File: config.mk
export PLATFORM = sky130hd
export DESIGN_NAME = psum_acc
export DESIGN_NICKNAME = d
export VERILOG_FILES = /design/src/rtl/norm_pkg.sv /design/src/rtl/psum_lane_add.sv /design/src/rtl/psum_acc.sv
export SDC_FILE = /design/constraint.sdc
export NUM_CORES = 1
export LEC_CHECK = 0
export ABC_AREA = 1
export CAP_MARGIN = 20
export CORE_MARGIN = 2
export CORE_UTILIZATION = 24
export CTS_CLUSTER_SIZE = 30
export DETAILED_ROUTE_END_ITERATION = 8
export GPL_ROUTABILITY_DRIVEN = 1
export SYNTH_ARGS = -nofsm -noshare
export SYNTH_HDL_FRONTEND = slang
export SYNTH_HIERARCHICAL = 1
export SYNTH_SLANG_ARGS = --single-unit
File: constraint.sdc
create_clock -name clk -period 3.2 [get_ports clk]
set_input_delay 0.64 -clock clk [delete_from_list [all_inputs] [get_ports clk]]
set_output_delay 0.64 -clock clk [all_outputs]
set_load 0.03 [all_outputs]
File: src/rtl/norm_pkg.sv
// Shared definitions for the partial-sum accumulator and the normalizer:
// default widths and the output-handshake state encoding.
package norm_pkg;

    localparam int unsigned BW       = 8;
    localparam int unsigned BW_PSUM  = 2 * BW + 4;
    localparam int unsigned COL      = 8;
    localparam int unsigned ACCLEN_W = 4;

    typedef enum logic [1:0] {
        ST_IDLE = 2'd0,
        ST_HOLD = 2'd1,
        ST_BUSY = 2'd2
    } norm_state_e;

endpackage

File: src/rtl/psum_lane_add.sv
// One signed partial-sum lane adder with overflow detection.
// Build option: PSUM_ACC_SAT_EN clamps an overflowing lane to the most
// positive / most negative value; without it the lane wraps.
module psum_lane_add
    import norm_pkg::*;
#(
    parameter int unsigned W = BW_PSUM
) (
    input  logic signed [W-1:0] i_a,
    input  logic signed [W-1:0] i_b,
    output logic signed [W-1:0] o_sum,
    output logic                o_ovf
);

    logic signed [W-1:0] w_raw;

    // Add, flag same-sign operands whose result flips sign, optionally clamp.
    always_comb begin
        w_raw = i_a + i_b;
        o_ovf = (i_a[W-1] == i_b[W-1]) && (w_raw[W-1] != i_a[W-1]);
`ifdef PSUM_ACC_SAT_EN
        if (o_ovf) begin
            o_sum = i_a[W-1] ? {1'b1, {(W-1){1'b0}}} : {1'b0, {(W-1){1'b1}}};
        end else begin
            o_sum = w_raw;
        end
`else
        o_sum = w_raw;
`endif
    end

endmodule

File: src/rtl/psum_acc.sv
// Partial-sum row accumulator: sums acc_len beats lane-wise into an acc
// register set, then hands the finished row to a downstream normalizer
// through an IDLE/HOLD/BUSY level handshake while the next row accumulates.
// Build option: PSUM_ACC_SAT_EN selects saturating lanes (default wraps).
module psum_acc
    import norm_pkg::*;
#(
    parameter int unsigned bw      = BW,
    parameter int unsigned bw_psum = 2 * bw + 4,
    parameter int unsigned col     = COL
) (
    input  logic                      clk,
    input  logic                      reset,
    input  logic [bw_psum*col-1:0]    in,
    input  logic                      in_valid,
    output logic                      in_ready,
    input  logic [ACCLEN_W-1:0]       acc_len,
    input  logic                      norm_done,
    output logic [bw_psum*col-1:0]    out,
    output logic                      out_valid,
    output logic                      ovf
);

    logic [ACCLEN_W-1:0]          r_cnt;
    logic [ACCLEN_W-1:0]          r_len_m1;
    logic [col-1:0][bw_psum-1:0]  r_acc;
    logic                         r_full;
    logic [col-1:0][bw_psum-1:0]  r_out;
    logic                         r_ovf;
    norm_state_e                  r_state;

    norm_state_e                  w_state_nxt;
    logic                         w_fire;
    logic                         w_first;
    logic [ACCLEN_W-1:0]          w_len_m1;
    logic                         w_last;
    logic [col-1:0][bw_psum-1:0]  w_sum;
    logic [col-1:0]               w_lane_ovf;
    logic [col-1:0][bw_psum-1:0]  w_row;
    logic                         w_load_acc;
    logic                         w_load_bypass;

    assign in_ready  = ~r_full;
    assign out_valid = (r_state == ST_HOLD);
    assign out       = r_out;
    assign ovf       = r_ovf;

    assign w_fire   = in_valid & in_ready;
    assign w_first  = (r_cnt == '0);
    assign w_len_m1 = w_first ? ((acc_len == '0) ? '0 : acc_len - 1'b1) : r_len_m1;
    assign w_last   = w_fire && (r_cnt == w_len_m1);

    for (genvar k = 0; k < int'(col); k++) begin : g_lane
        psum_lane_add #(.W(bw_psum)) u_add (
            .i_a   (r_acc[k]),
            .i_b   (in[k*bw_psum +: bw_psum]),
            .o_sum (w_sum[k]),
            .o_ovf (w_lane_ovf[k])
        );
    end

    // First beat of a row loads the lanes, later beats take the lane sums.
    always_comb begin
        w_row = '0;
        for (int unsigned k = 0; k < col; k++) begin
            w_row[k] = w_first ? in[k*bw_psum +: bw_psum] : w_sum[k];
        end
    end

    // Beat counter, latched row length and the acc register set.
    always_ff @(posedge clk) begin
        if (reset) begin
            r_cnt    <= '0;
            r_len_m1 <= '0;
            r_acc    <= '0;
            r_full   <= 1'b0;
        end else begin
            if (w_fire) begin
                r_acc <= w_row;
                if (w_first) begin
                    r_len_m1 <= w_len_m1;
                end
                r_cnt <= w_last ? '0 : r_cnt + 1'b1;
            end
            if (w_load_acc) begin
                r_full <= 1'b0;
            end else if (w_last && !w_load_bypass) begin
                r_full <= 1'b1;
            end
        end
    end

    // Sticky overflow: only add beats can overflow, the first beat just loads.
    always_ff @(posedge clk) begin
        if (reset) begin
            r_ovf <= 1'b0;
        end else if (w_fire && !w_first && (|w_lane_ovf)) begin
            r_ovf <= 1'b1;
        end
    end

    // Output handshake next-state. A row finishing while IDLE goes straight to
    // out without parking in acc, which gives the single-cycle latency; acc
    // still takes the row but full stays clear.
    always_comb begin
        w_state_nxt   = r_state;
        w_load_acc    = 1'b0;
        w_load_bypass = 1'b0;
        case (r_state)
            ST_IDLE: begin
                if (r_full) begin
                    w_load_acc  = 1'b1;
                    w_state_nxt = ST_HOLD;
                end else if (w_last) begin
                    w_load_bypass = 1'b1;
                    w_state_nxt   = ST_HOLD;
                end
            end
            ST_HOLD: begin
                if (!norm_done) begin
                    w_state_nxt = ST_BUSY;
                end
            end
            ST_BUSY: begin
                if (norm_done) begin
                    w_state_nxt = ST_IDLE;
                end
            end
            default: begin
                w_state_nxt = ST_IDLE;
            end
        endcase
    end

    // State register and the out row, which changes only on IDLE->HOLD.
    always_ff @(posedge clk) begin
        if (reset) begin
            r_state <= ST_IDLE;
            r_out   <= '0;
        end else begin
            r_state <= w_state_nxt;
            if (w_load_acc) begin
                r_out <= r_acc;
            end else if (w_load_bypass) begin
                r_out <= w_row;
            end
        end
    end

endmodule

==> reports/metrics.yaml <==
irDropWorstVdd_mv: 0.348
cts_buffer_depth: 3
dp_hpwl_mm: 67.7
cts_buffers: 48
ant_nets: 0
r2r_slack_ns: 0.57
cp_data_required_time_ns: 3.68
powerDensity_mw_per_mm2: 493
leakage_nw: 18.6
vias: 28600
r2r_cells: 15
synthToLayoutAreaGrowth_pct: 26.4
drive_gt1_share_pct: 6.96
worstSetupPathType: "primary input to register"
hold_viol: 0
slew-limit-headroom_pct: 19.0
worst-path-stages: 15
initial_core_util_pct: 24.1
status: "finished, final reports clean"
endpoint_kind: "register"
fillers: 12400
min_path_type: "primary input to register"
synthesis.area_mm2: 0.0271
synth_cell_type_count: 35
startpoint_type: "primary input"
wl_mm: 91.0
arrival_ns: 3.17
cpPeakStageDelay_ns: 0.50
gp_congestion: 0.888
syn-instance-count: 4725
die-area_mm2: 0.116
rr_endpoint: "out[139]$_SDFFE_PP0P_"
fin_skew_ns: 0.0293
placed_area_mm2: 0.0326
core_mm2: 0.112
crit_slowest_cell: "nor4_1"
clock_latency_ns: 0.62
fin_tns_setup_ns: 0
synth-async-reset-ratio_pct: 0
finalMaxSlewViolations: 0
num_rows: 123
first_iter_violations: 1543
critPathTopFamily: "simple AND/OR/NAND/NOR gates"
cts_tree: "built"
postLayoutCoreUtil_pct: 30.5
crit_chain: "clkdlybuf4s50_1, ha_1, nand2_2, inv_1, nand2_1, and2_4, nand2_1, nand2_1, nand3_1, nand2_1, nand2_1, nor4_1, nand2_1, a31oi_1, nor2_1"
post_drt_wl_per_cell_um: 13.9
critPathBufInv: 2
syn_area_per_cell_um2: 5.73
dr.pass1.iters: 6
viasPerCell: 4.35
clkSlewWorstSetupHoldPaths_ns: 0.06
root_buffer: "clkbuf_16"
fin_crit_sh_pct: 84.0
fin_nets: 5358
drc: 0
synth-seq-area-share_pct: 24.5
die_x_um: 340
grt_pass1_wl_mm: 145
postCtsSetupBuffers: 0
cts.sinks: 332
worst_pin_slew_ns: 1.22
io_pins: 331
crit_start: "in[69]"
cts_resized: 0
holdPathStages: 4
holdBufCountCts: 0
grt_setup_unrepaired: "no"
setup_slack_ns: 0.513
design_area_mm2: 0.0342
die_h_um: 340
synth_nets: 5057
synth-edff-count: 0
min_period_ns: 2.69
fmax_mhz: 372
grt_max_degree: 186
ys_warn_count: 6
antenna_found_initial: 3
pre_cts_ws_ns: -0.381
grt-ovfl-total: 0
grt_use_total_pct: 15.4
numPortBuffers: 330
crit_path_end: "ovf$_SDFFE_PP0P_"
timing.rr.start: "r_cnt[0]$_SDFFE_PP0P_"
path_common_cell: "nand2_1"
ys.flop_type: "dfxtp_1"
cap_violations: 0
htree_num_levels: 2
synth-seq-cells: 332
setup_viol: 0
crit_fanout: 4
grt_pass1_vias: 26700
how the worst min path moves through the flow:
stage	from	endpoint	slack [ns]
4_1_cts	reset	r_acc[77]$_SDFFE_PP0P_	0.32
2_1_floorplan	r_len_m1[1]$_SDFFE_PP0P_	r_len_m1[1]$_SDFFE_PP0P_	0.45
3_5_place_dp	r_len_m1[1]$_SDFFE_PP0P_	r_len_m1[1]$_SDFFE_PP0P_	0.46
3_3_place_gp	r_len_m1[1]$_SDFFE_PP0P_	r_len_m1[1]$_SDFFE_PP0P_	0.45
5_1_grt	reset	r_acc[77]$_SDFFE_PP0P_	0.34
6_report	reset	r_acc[77]$_SDFFE_PP0P_	0.38
power by group:
group	internal, mW	switching [mW]
clock	3.45	2.27
sequential	4.57	0.267
combinational	2.35	3.95
total	10.4	6.50
cell families (layout without fill, tap and decap cells):
family	count (synthesis)	count (layout)	synth area share, %
compound gates	651	651	12.2
fa+ha+maj	164	164	7.80
other cells	0	2	0
simple gates	2530	2530	39.0
flops	332	332	24.5
xor+xnor	72	72	2.33
buf+inv	976	1312	14.1
cells in the final DEF, fill, tap and decap left out, types with 14 or more instances in the layout:
cell type,netlist,final
nand2_1,1578,1576
inv_1,777,776
nor2_1,433,433
o21ai_0,333,333
dfxtp_1,332,332
clkdlybuf4s50_1,0,329
nand3_1,310,310
a21oi_1,284,284
ha_1,156,156
buf_4,6,95
xor2_1,64,64
nor2_2,61,61
clkbuf_16,0,48
nand2_2,44,43
nor3_1,26,26
buf_12,0,22
nor2_4,18,18
nand4_1,17,17
o21bai_1,16,16
nand3_2,15,14
state kept, by name, indices dropped and copies added (netlist names):
register,cells
out,160
ovf,1
r_acc,160
r_cnt,4
r_full,1
r_len_m1,4
r_state,2
layout make-up:
class | instances | area, µm² | area share, %
diodes | 2 | 5.00 | 0.0146
clock buffers | 58 | 1290 | 3.76
clock inverters | 27 | 365 | 1.07
inverters | 780 | 2930 | 8.57
multi-input cells | 3417 | 16700 | 48.7
flip-flops and latches | 332 | 6650 | 19.4
well taps | 1500 | 1880 | 5.48
repair buffers | 447 | 4460 | 13.0
per-layer routing:
layer / share of wire, % / global-route usage (%) / vias up
met3: 4.5 / 2.55 / 81
met4: 1.6 / 3.15 / 0
met1: 48 / 20.4 / 12800
li1: - / - / 15200
met2: 46 / 26.3 / 490
met5: 0 / 0 / -
through the flow:
stage          cells  power [mW]  hold slack [ns]
3_3_place_gp    6476        11.2            0.452
5_1_grt         6562        18.1            0.343
2_1_floorplan   4725        9.17            0.445
3_5_place_dp    6476        11.3            0.459
6_report        6563        16.9            0.381
4_1_cts         6561        17.1            0.325
cell usage after synthesis (15+ instances only):
master / number / area, µm²
nand3_2: 15 / 150
nor3_1: 26 / 130
nor2_4: 18 / 203
ha_1: 156 / 1950
inv_1: 777 / 2920
a21oi_1: 284 / 1420
nand2_1: 1578 / 5920
buf_1: 19 / 71.3
clkbuf_1: 142 / 533
o21bai_1: 16 / 120
xor2_1: 64 / 561
buf_6: 17 / 191
nand3_1: 310 / 1550
o21ai_0: 333 / 1670
nor2_2: 61 / 382
nand4_1: 17 / 106
dfxtp_1: 332 / 6650
nor2_1: 433 / 1630
nand2_2: 44 / 275
worst min-delay path, cell delays in order:
cell and delay, ns:
buf_6 0.15, a21oi_1 0.05, o21ai_0 0.06, inv_1 0.04
Power figures use the tool's default switching activity.
